### src/rtl/spr_file.sv
`default_nettype none
// ============================================================================
//  Module      : spr_file
//  Description : Architectural special-purpose register file holding XER (1),
//                LR (8) and CTR (9), each with a 32-bit value, a pending bit
//                and a rename tag.
//                - Dispatch read port (combinational) with writeback bypass.
//                - Dispatch tag-reservation port and global flush of pending.
//                - Writeback port from the system unit (never stalls).
//                - Registered one-cycle operand-update broadcast per write.
//                - illegal_spr pulse for any access to an unimplemented SPR.
//  Ports       : clk/rst (async active-high), rd_*, reserve_*, flush,
//                spr_* writeback channel, update_spr_op_* broadcast,
//                illegal_spr.
//  Revision    : 1.0 - initial release
// ============================================================================
module spr_file #(
    parameter int RS_ID_WIDTH = 5
) (
    input  logic                   clk,
    input  logic                   rst,
    // dispatch read port
    input  logic [9:0]             rd_addr,
    output logic [31:0]            rd_value,
    output logic                   rd_valid,
    output logic [RS_ID_WIDTH-1:0] rd_rs_id,
    // dispatch reservation port
    input  logic                   reserve_valid,
    input  logic [9:0]             reserve_addr,
    input  logic [RS_ID_WIDTH-1:0] reserve_rs_id,
    input  logic                   flush,
    // writeback channel from the system unit
    input  logic                   spr_output_valid,
    output logic                   spr_output_ready,
    input  logic [RS_ID_WIDTH-1:0] spr_rs_id_out,
    input  logic [9:0]             spr_result_reg_addr_out,
    input  logic [31:0]            spr_result,
    // operand-update broadcast to the reservation stations
    output logic                   update_spr_op_valid,
    output logic [RS_ID_WIDTH-1:0] update_spr_op_rs_id_in,
    output logic [31:0]            update_spr_op_value_in,
    output logic                   illegal_spr
);

    localparam int         c_NUM_SPR  = 3;
    localparam logic [1:0] c_IDX_NONE = 2'd3;

    // Map an SPR number onto a storage slot; c_IDX_NONE for unimplemented.
    function automatic logic [1:0] spr_index(input logic [9:0] addr);
        logic [1:0] idx;
        case (addr)
            10'd1:   idx = 2'd0;   // XER
            10'd8:   idx = 2'd1;   // LR
            10'd9:   idx = 2'd2;   // CTR
            default: idx = c_IDX_NONE;
        endcase
        return idx;
    endfunction

    // ------------------------------------------------------------------
    // State
    // ------------------------------------------------------------------
    logic [31:0]            value_q   [c_NUM_SPR];
    logic [31:0]            value_d   [c_NUM_SPR];
    logic [RS_ID_WIDTH-1:0] tag_q     [c_NUM_SPR];
    logic [RS_ID_WIDTH-1:0] tag_d     [c_NUM_SPR];
    logic [c_NUM_SPR-1:0]   pending_q;
    logic [c_NUM_SPR-1:0]   pending_d;

    logic                   ready_q;
    logic                   upd_valid_q;
    logic                   upd_valid_d;
    logic [RS_ID_WIDTH-1:0] upd_tag_q;
    logic [RS_ID_WIDTH-1:0] upd_tag_d;
    logic [31:0]            upd_value_q;
    logic [31:0]            upd_value_d;
    logic                   illegal_q;
    logic                   illegal_d;

    // ------------------------------------------------------------------
    // Decode
    // ------------------------------------------------------------------
    logic [1:0] w_rd_idx;
    logic [1:0] w_rsv_idx;
    logic [1:0] w_wr_idx;
    logic       w_wr_fire;

    assign w_rd_idx  = spr_index(rd_addr);
    assign w_rsv_idx = spr_index(reserve_addr);
    assign w_wr_idx  = spr_index(spr_result_reg_addr_out);
    assign w_wr_fire = spr_output_valid & ready_q;

    // ------------------------------------------------------------------
    // Read port. A pending register whose producer is writing back this
    // very cycle is forwarded straight from the writeback data so dispatch
    // does not miss the broadcast that is about to go out.
    // ------------------------------------------------------------------
    always_comb begin
        rd_value = 32'd0;
        rd_valid = 1'b1;
        rd_rs_id = '0;
        if (w_rd_idx != c_IDX_NONE) begin
            rd_value = value_q[w_rd_idx];
            if (pending_q[w_rd_idx]) begin
                if (w_wr_fire && (w_wr_idx == w_rd_idx) &&
                    (spr_rs_id_out == tag_q[w_rd_idx])) begin
                    rd_value = spr_result;
                end else begin
                    rd_valid = 1'b0;
                    rd_rs_id = tag_q[w_rd_idx];
                end
            end
        end
    end

    // ------------------------------------------------------------------
    // Next state. Priority per register, lowest to highest:
    // writeback clear (matching tag only) / flush clear, then reserve.
    // The writeback tag match uses the pre-update tag.
    // ------------------------------------------------------------------
    always_comb begin
        for (int i = 0; i < c_NUM_SPR; i++) begin
            value_d[i]   = value_q[i];
            tag_d[i]     = tag_q[i];
            pending_d[i] = pending_q[i];

            if (w_wr_fire && (w_wr_idx == i[1:0])) begin
                value_d[i] = spr_result;
                if (pending_q[i] && (tag_q[i] == spr_rs_id_out)) begin
                    pending_d[i] = 1'b0;
                end
            end

            if (flush) begin
                pending_d[i] = 1'b0;
            end

            if (reserve_valid && (w_rsv_idx == i[1:0])) begin
                pending_d[i] = 1'b1;
                tag_d[i]     = reserve_rs_id;
            end
        end
    end

    // Broadcast payload holds its last value between strobes.
    always_comb begin
        upd_valid_d = w_wr_fire && (w_wr_idx != c_IDX_NONE);
        upd_tag_d   = upd_tag_q;
        upd_value_d = upd_value_q;
        if (upd_valid_d) begin
            upd_tag_d   = spr_rs_id_out;
            upd_value_d = spr_result;
        end
    end

    // The read port is always active, so an unimplemented rd_addr on its
    // own is enough to raise the flag.
    always_comb begin
        illegal_d = (w_rd_idx == c_IDX_NONE) ||
                    (reserve_valid && (w_rsv_idx == c_IDX_NONE)) ||
                    (w_wr_fire && (w_wr_idx == c_IDX_NONE));
    end

    // ------------------------------------------------------------------
    // Registers
    // ------------------------------------------------------------------
    always_ff @(posedge clk or posedge rst) begin
        if (rst) begin
            for (int i = 0; i < c_NUM_SPR; i++) begin
                value_q[i] <= 32'd0;
                tag_q[i]   <= '0;
            end
            pending_q   <= '0;
            ready_q     <= 1'b0;
            upd_valid_q <= 1'b0;
            upd_tag_q   <= '0;
            upd_value_q <= 32'd0;
            illegal_q   <= 1'b0;
        end else begin
            for (int i = 0; i < c_NUM_SPR; i++) begin
                value_q[i] <= value_d[i];
                tag_q[i]   <= tag_d[i];
            end
            pending_q   <= pending_d;
            ready_q     <= 1'b1;
            upd_valid_q <= upd_valid_d;
            upd_tag_q   <= upd_tag_d;
            upd_value_q <= upd_value_d;
            illegal_q   <= illegal_d;
        end
    end

    assign spr_output_ready       = ready_q;
    assign update_spr_op_valid    = upd_valid_q;
    assign update_spr_op_rs_id_in = upd_tag_q;
    assign update_spr_op_value_in = upd_value_q;
    assign illegal_spr            = illegal_q;

endmodule
`default_nettype wire

### config.mk
export PLATFORM = sky130hd
export DESIGN_NAME = spr_file
export DESIGN_NICKNAME = d
export VERILOG_FILES = /design/src/rtl/spr_file.sv
export SDC_FILE = /design/constraint.sdc
export NUM_CORES = 1
export LEC_CHECK = 0
export ABC_AREA = 0
export CORE_MARGIN = 2
export CORE_UTILIZATION = 55
export CTS_BUF_LIST = sky130_fd_sc_hd__clkbuf_2
export DETAILED_ROUTE_END_ITERATION = 8
export PLACE_DENSITY = 0.85
export SLEW_MARGIN = 20
export SYNTH_ARGS = -nofsm -noshare
export SYNTH_HDL_FRONTEND = slang
export SYNTH_SLANG_ARGS = --single-unit
### constraint.sdc
create_clock -name clk -period 15.8 [get_ports clk]
set_input_delay 3.16 -clock clk [delete_from_list [all_inputs] [get_ports clk]]
set_output_delay 3.16 -clock clk [all_outputs]
set_load 0.01 [all_outputs]
==> results of run 1 <==
## cell families (layout without fill, tap and decap cells)
group,count (synthesis),in the layout
DFF,154,154
other,1,2
and+or+nand+nor,191,191
muxes,182,182
AOI/OAI and AO/OA,54,54
buffers and inverters,47,193
xor gates and xnor gates,19,19
## layout make-up
type,count,area (um^2)
repair buffers,158,1580
diodes,1,2.50
flip-flops and latches,154,3850
clock buffers,18,90.1
well taps,180,225
fillers,1003,4190
inverters,5,23.8
multi-input cells,447,3600
clock inverters,12,151
## registers in the layout, summed over array words and instances (netlist names)
signal and count:
value_q 96, update_spr_op_value_in 32, tag_q 15, update_spr_op_rs_id_in 5, pending_q 3, illegal_spr 1
spr_output_ready 1, update_spr_op_valid 1
## power by group through the flow
stage / logic [W] / registers (W) / clock network (W)
final: 0.0000614 / 0.000402 / 0.000223
after global routing: 0.0000668 / 0.000403 / 0.000243
after CTS: 0.0000621 / 0.000402 / 0.000228
after detailed placement: 0.0000618 / 0.000409 / 0
after global placement: 0.0000597 / 0.000408 / 0
after floorplan: 0.0000245 / 0.000409 / 0
## cell usage in the layout, fill, tap and decap left out, types with 2 or more instances in the layout
cell / n
clkinv_1: 2
clkdlybuf4s50_1: 152
buf_2: 2
dfrtp_1: 154
xnor2_1: 10
mux2_2: 150
xor2_1: 8
or4_1: 4
clkbuf_2: 18
bufinv_16: 3
buf_4: 3
nand2_1: 114
inv_6: 2
nor2_1: 44
nor2b_1: 3
a22oi_2: 2
inv_1: 3
nor3_1: 4
nor4_2: 2
clkinv_4: 2
a22oi_1: 33
a22o_1: 2
nand2_2: 2
nor4_1: 3
o21ai_0: 4
a31o_2: 2
a21oi_1: 4
clkinvlp_4: 3
nand3_1: 5
mux2_4: 30
mux2i_1: 2
## path summary, 6_finish.rpt
| kind | from | endpoint | slack, ns |
|---|---|---|---|
| max | rd_addr[5] | rd_value[11] | 5.41 |
| min | update_spr_op_value_in[15] | update_spr_op_value_in[15] | 0.50 |
| max reg2reg | spr_output_ready | pending_q[2] | 12.90 |
| min reg2reg | update_spr_op_value_in[15] | update_spr_op_value_in[15] | 0.50 |
| max in group asynchronous | rst | value_q[29] | 11.46 |
| min in group asynchronous | rst | update_spr_op_value_in[11] | 2.93 |
## per-stage QoR
stage               hold WS (ns)  instance area [um^2]
finish                     0.504                  9530
global route               0.538                  9530
CTS                        0.508                  9500
detailed placement         0.462                  9260
global placement           0.457                  9260
floorplan                  0.474                  7630
## critical path, stage by stage
cell and delay [ns]:
clkdlybuf4s50_1 0.44, nor4_2 0.38, nand2_2 0.60, nor4_1 0.44, a22o_1 0.19, o22a_1 0.19
nand4_4 0.70, mux2_4 0.58, clkdlybuf4s50_1 0.52
## layer usage
metal,global-route usage,vias up,routed length [um]
li1,-,2524,-
met1,0.317,2800,7610
met2,0.463,178,9780
met3,0.0543,36,894
met4,0.108,0,472
met5,0,-,0
==> metrics.csv, run 1 <==
metric,value,unit
yosysUniqueCellTypes,42,
p_int,0.000515,W
ys_ff_latch,154,
grt_pass1_vias,6113,
post_cts_buffers,0,
clock-sinks,154,
switching_power,0.000171,W
syn_area_per_cell,11.8,um^2
antenna_found_initial,1,
cts_root_buffer,clkbuf_2,
cts_hold_buf,0,
hold_viol_final,0,
cts_tree,built,
max_freq,0.0962,GHz
synth.most_common_cell,dfrtp_1,
num_vias,5538,
period_minus_slack,10.39,ns
synth_compound_area_frac,0.0539,
track_usage,0.264,
path_class,in -> out,
synth.top_cells.by_count,"dfrtp_1, mux2_2, nand2_1",
switching_share,0.249,
grt_max_degree,85,
syn-num-nets,725,
synth_top_area_share,0.505,
vdd_drop_max,0.0610,mV
synth_area_leader_cell,dfrtp_1,
synth_warnings,0,
power,0.000687,W
synthXorXnorAreaFrac,0.0228,
slew_headroom,0.271,
fin_worst_skew,0.0287,ns
crit_fanout,41,
synth_edf_count,0,
viasPerCell,5.68,
synth_mux_area_frac,0.283,
clock_latency,0.72,ns
status,finished clean,
ios,155,
die_area,14800,um^2
hold_path_class,reg -> reg,
worstPathArrival,7.23,ns
dr.pass1.iters,4,
cts-buffers-inserted,17,
die_h,122,um
finalSetupViolCount,0,
htree_levels,4,
setup_ws,5.41,ns
powerDensity,72.0,nW/um^2
worst_pin_slew,1.09,ns
synthCells,648,
final_cells,975,
cts-resized-gates,0,
pwr-share-seq,0.586,
synthArstFlopShare,1.00,
drt-wirelength-per-cell,19.2,um
place.gp.congestion,0.780,
hpwl,12300,um
placed_cells,943,
reg2reg_depth,5,
synth.cell_area,7630,um^2
fin_setup_tns,0,ns
synthAdderAreaFrac,0,
routed_wl,18800,um
drc,0,
start_util,0.556,
combPwrFrac,0.089,
rows,43,
pre_cts_ws,5.37,ns
layout.nets,860,
start_kind,input pin,
die_w,122,um
ant_nets,0,
area_delta_synth_final,24.9,%
clk_path_buf_depth,2,
grt_pass1_wl,30200,um
synthTopCellsByArea,"dfrtp_1, mux2_2, mux2_4",
timing.final.crit_share,0.658,
drt-initial-drc-count,323,
cp_data_required_time,12.64,ns
drive_gt1_frac,0.291,
leakage,4.57,nW
synth_top_family_by_area,multiplexers,
port-buffer-count,154,
power_frac_clock,0.325,
hold_path_depth,2,
core_area,13700,um^2
dominantRegCellSynth,dfrtp_1,
cts.clk_slew.worst_paths,0.19,ns
final-max-slew-violation-count,0,
synth_simple_gate_area_frac,0.107,
seq_area_frac_synth,0.505,
crit_path_end_kind,output port,
maxCapViolCount,0,
rsz0062_at_grt,no,
grt.overflow.total,0,
final_core_util,0.695,
Power figures use the tool's default switching activity.
==> inputs of run 2 (changes only) <==
--- a/config.mk
+++ b/config.mk
@@ -7,10 +7,10 @@
 export LEC_CHECK = 0
 export ABC_AREA = 0
 export CORE_MARGIN = 2
-export CORE_UTILIZATION = 55
+export CORE_UTILIZATION = 54
 export CTS_BUF_LIST = sky130_fd_sc_hd__clkbuf_2
 export DETAILED_ROUTE_END_ITERATION = 8
-export PLACE_DENSITY = 0.85
+export PLACE_DENSITY = 0.83
 export SLEW_MARGIN = 20
 export SYNTH_ARGS = -nofsm -noshare
 export SYNTH_HDL_FRONTEND = slang
==> constraint.sdc (replaced) <==
create_clock -name clk -period 10.03 [get_ports clk]
set_input_delay 2.006 -clock clk [delete_from_list [all_inputs] [get_ports clk]]
set_output_delay 2.006 -clock clk [all_outputs]
set_load 0.01 [all_outputs]
==> metrics.csv, run 2 (synthesized netlist as in run 1, its figures left out) <==
metric,value,unit
drc,0,
track_usage,0.247,
grt.overflow.total,0,
clock_latency,0.71,ns
worst_pin_slew,1.09,ns
grt_pass1_vias,5859,
vdd_drop_max,0.0796,mV
grt_pass1_wl,28600,um
top_register,value_q,
holdWs,0.500,ns
status,finished clean,
cts_tree,built,
start_util,0.552,
drive_gt1_frac,0.289,
dr.pass1.iters,5,
slew_headroom,0.273,
final_core_util,0.687,
fin_worst_skew,0.0196,ns
rsz0062_at_grt,no,
layout.nets,860,
crit_fanout,41,
die_w,123,um
final-max-slew-violation-count,0,
num_vias,5512,
clock-sinks,154,
drt-initial-drc-count,296,
viasPerCell,5.64,
path_class,in -> out,
hold_path_class,reg -> reg,
grt_max_degree,103,
mostFrequentLayoutCell,dfrtp_1,
cts-resized-gates,0,
cts_root_buffer,clkbuf_2,
max_freq,0.124,GHz
htree_levels,4,
timing.final.crit_share,0.801,
ios,155,
worstPathArrival,6.03,ns
cts.clk_slew.worst_paths,0.20,ns
critPathLaunch,rd_addr[1],
hold_viol_final,0,
crit_path_end_kind,output port,
largest_reg_flops,96,
final_area,9490,um^2
area_delta_synth_final,24.4,%
antenna_found_initial,1,
rows,43,
placed_cell_area,9270,um^2
post_cts_buffers,0,
r2r_setup_slack,7.22,ns
die_area,15100,um^2
ant_nets,0,
pre_cts_ws,1.92,ns
maxCapViolCount,0,
port-buffer-count,154,
core_area,13800,um^2
cts_hold_buf,0,
start_kind,input pin,
layout_common_cells,"dfrtp_1, clkdlybuf4s50_1, mux2_2",
fin_setup_tns,0,ns
hpwl,11700,um
routed_wl,18100,um
die_h,123,um
clk_path_buf_depth,2,
powerDensity,111,nW/um^2
leakage,4.56,nW
cts-buffers-inserted,17,
place.gp.congestion,0.817,
regToRegStartpoint,spr_output_ready,
period_minus_slack,8.04,ns
drt-wirelength-per-cell,18.6,um
cp_data_required_time,8.02,ns
finalSetupViolCount,0,
hold_start,update_spr_op_value_in[6],
setup_ws,1.99,ns
-- run 2: area by class of cell --
class / instances / area (um^2)
Clock buffer: 18 / 90.1
Timing Repair Buffer: 158 / 1560
Clock inverter: 14 / 131
Sequential cell: 154 / 3850
Tap cell: 180 / 225
Fill cell: 947 / 4330
Multi-Input combinational cell: 447 / 3600
Inverter: 5 / 23.8
Antenna cell: 1 / 2.50
-- run 2: critical path, cell delays in order --
cell and delay [ns]:
clkdlybuf4s50_1 0.42, nor4_2 0.42, nand2_2 0.58, nor4_1 0.44
a22o_1 0.20, o22a_1 0.19, nand4_4 0.69, mux2_4 0.58
clkdlybuf4s50_1 0.49
-- run 2: per-stage QoR --
step / instances / power, W
after global placement: 944 / 0.000738
after global routing: 977 / 0.00110
final: 977 / 0.00106
after detailed placement: 944 / 0.000741
after CTS: 976 / 0.00106
after floorplan: 648 / 0.000684
-- run 2: final timing paths --
check                                                  to  cells after the start
worst max-delay path                         rd_value[19]                      9
worst min-delay path            update_spr_op_value_in[6]                      2
worst max register to register               pending_q[2]                      5
worst min register to register  update_spr_op_value_in[6]                      2
max in group asynchronous                        tag_q[8]                      3
min in group asynchronous                      value_q[4]                      2
-- run 2: routing by layer --
metal,global-route usage,vias to the layer above,part of all wire
met1,0.305,2783,0.42
met5,0,-,0
met4,0.111,0,0.019
li1,-,2519,-
met3,0.0549,29,0.052
met2,0.415,181,0.51
-- run 2: power by group --
part	leakage [nW]	switching, W	internal (W)	total (W)
sequential	2.14	0.00000420	0.000629	0.000633
combinational	2.28	0.0000499	0.0000463	0.0000962
clock	0.135	0.000215	0.000112	0.000327
==> inputs of run 3 (changes only) <==
--- a/config.mk
+++ b/config.mk
@@ -7,10 +7,10 @@
 export LEC_CHECK = 0
 export ABC_AREA = 0
 export CORE_MARGIN = 2
-export CORE_UTILIZATION = 54
+export CORE_UTILIZATION = 48
 export CTS_BUF_LIST = sky130_fd_sc_hd__clkbuf_2
 export DETAILED_ROUTE_END_ITERATION = 8
-export PLACE_DENSITY = 0.83
+export PLACE_DENSITY = 0.78
 export SLEW_MARGIN = 20
 export SYNTH_ARGS = -nofsm -noshare
 export SYNTH_HDL_FRONTEND = slang
==> constraint.sdc (replaced) <==
create_clock -name clk -period 7.09 [get_ports clk]
set_input_delay 1.418 -clock clk [delete_from_list [all_inputs] [get_ports clk]]
set_output_delay 1.418 -clock clk [all_outputs]
set_load 0.01 [all_outputs]
==> metrics.csv, run 3 (synthesized netlist as in run 1, its figures left out) <==
metric,value,unit
die_h,130,um
grt.busiest_layer,met2,
clock_latency,0.71,ns
period_minus_slack,6.59,ns
cp_data_required_time,5.67,ns
critPathCapture,rd_value[21],
layout_common_cells,"dfrtp_1, clkdlybuf4s50_1, mux2_2",
cts.clk_slew.worst_paths,0.16,ns
path_class,in -> out,
drt-initial-drc-count,268,
drive_gt1_frac,0.294,
start_util,0.486,
maxCapViolCount,0,
post_cts_buffers,0,
crit_path_end_kind,output port,
track_usage,0.226,
area_delta_synth_final,25.6,%
critPathLaunch,rd_addr[1],
cts_hold_buf,0,
finalSetupViolCount,0,
largest_reg_flops,96,
slew_headroom,0.312,
cts_tree,built,
top_register,value_q,
rsz0062_at_grt,no,
start_kind,input pin,
final-max-slew-violation-count,0,
r2r_setup_slack,4.21,ns
max_freq,0.152,GHz
powerDensity,155,nW/um^2
clk_path_buf_depth,2,
crit_family,simple AND/OR/NAND/NOR gates,
gr-usage-met1,0.282,
path_depth,9,
grt_max_degree,88,
antenna_cells,0,
rows,46,
die_w,130,um
slowest_stage,nand4_4,
grt.overflow.total,0,
hold_viol_final,0,
cts_root_buffer,clkbuf_2,
cpPeakStageDelay,0.72,ns
cp_common_cell,clkdlybuf4s50_1,
clock-sinks,154,
worstPathArrival,5.17,ns
status,finished clean,
ios,155,
reg2reg_depth,5,
leakage,4.59,nW
drt-wirelength-per-cell,18.2,um
worst_pin_slew,1.03,ns
timing.rr.end,pending_q[2],
grt_pass1_vias,5845,
viasPerCell,5.37,
dr.pass1.iters,4,
gr-usage-met2,0.389,
power,0.00149,W
antenna_found_initial,0,
htree_levels,4,
vdd_drop_max,0.121,mV
cts-resized-gates,0,
crit_fanout,32,
use_met3,0.0508,
num_vias,5452,
mostFrequentLayoutCell,dfrtp_1,
cts-buffers-inserted,17,
hpwl,12200,um
routed_wl,18500,um
hold_path_class,reg -> reg,
timing.final.crit_share,0.930,
grt_pass1_wl,29500,um
path_cells,"clkdlybuf4s50_1, nor4_2, nand2_2, nor4_1, a22o_1, o22a_1, nand4_4, mux2_4, clkdlybuf4s50_1",
fin_setup_tns,0,ns
regToRegStartpoint,spr_output_ready,
drc,0,
core_area,15700,um^2
layout.nets,864,
die_area,16900,um^2
port-buffer-count,154,
place.gp.congestion,0.834,
ant_nets,0,
cp_num_buf_inv,2,
fin_worst_skew,0.0256,ns
==> run 3: worst min-delay path: cells and delay by family, from the launching register on <==
family / cells / cell delay, ns
DFF: 1 / 0.37
and+or+nand+nor: 2 / 0.10
==> run 3: metal layers <==
metal / up-vias / share of wire
met4: 0 / 0.015
met1: 2741 / 0.43
met5: - / 0
met2: 145 / 0.50
met3: 23 / 0.049
li1: 2543 / -
==> run 3: power by group <==
part           switching (W)  total [W]  internal, W  leakage (nW)
clock network       0.000292   0.000455     0.000163         0.138
logic              0.0000713   0.000138    0.0000662          2.32
registers         0.00000595   0.000896     0.000890          2.14
total               0.000369    0.00149      0.00112          4.59
==> run 3: through the flow <==
step                      cells  utilization  instance area [um^2]  hold WS (ns)  worst slack (ns)
after global placement      982        0.594                  9330         0.459             0.593
final                      1016        0.610                  9590         0.498             0.499
after CTS                  1014        0.607                  9540         0.500             0.494
after floorplan             648            -                  7630         0.474              1.52
after global routing       1016        0.610                  9590         0.532             0.216
after detailed placement    982        0.594                  9330         0.463             0.498
==> run 3: how the worst min path moves through the flow <==
stage,start,end,slack (ns),cells past startpoint
2_1_floorplan,value_q[30],value_q[30],0.47,1
3_3_place_gp,update_spr_op_value_in[4],update_spr_op_value_in[4],0.46,2
3_5_place_dp,update_spr_op_value_in[15],update_spr_op_value_in[15],0.46,2
4_1_cts,update_spr_op_value_in[11],update_spr_op_value_in[11],0.50,2
5_1_grt,update_spr_op_value_in[14],update_spr_op_value_in[14],0.53,2
6_report,update_spr_op_value_in[11],update_spr_op_value_in[11],0.50,2
==> run 3: cell type report <==
type	count	area, um^2
Clock inverter	10	101
Clock buffer	22	110
Timing Repair Buffer	162	1620
Fill cell	1261	6120
Inverter	5	23.8
Tap cell	216	270
Multi-Input combinational cell	447	3600
Sequential cell	154	3850
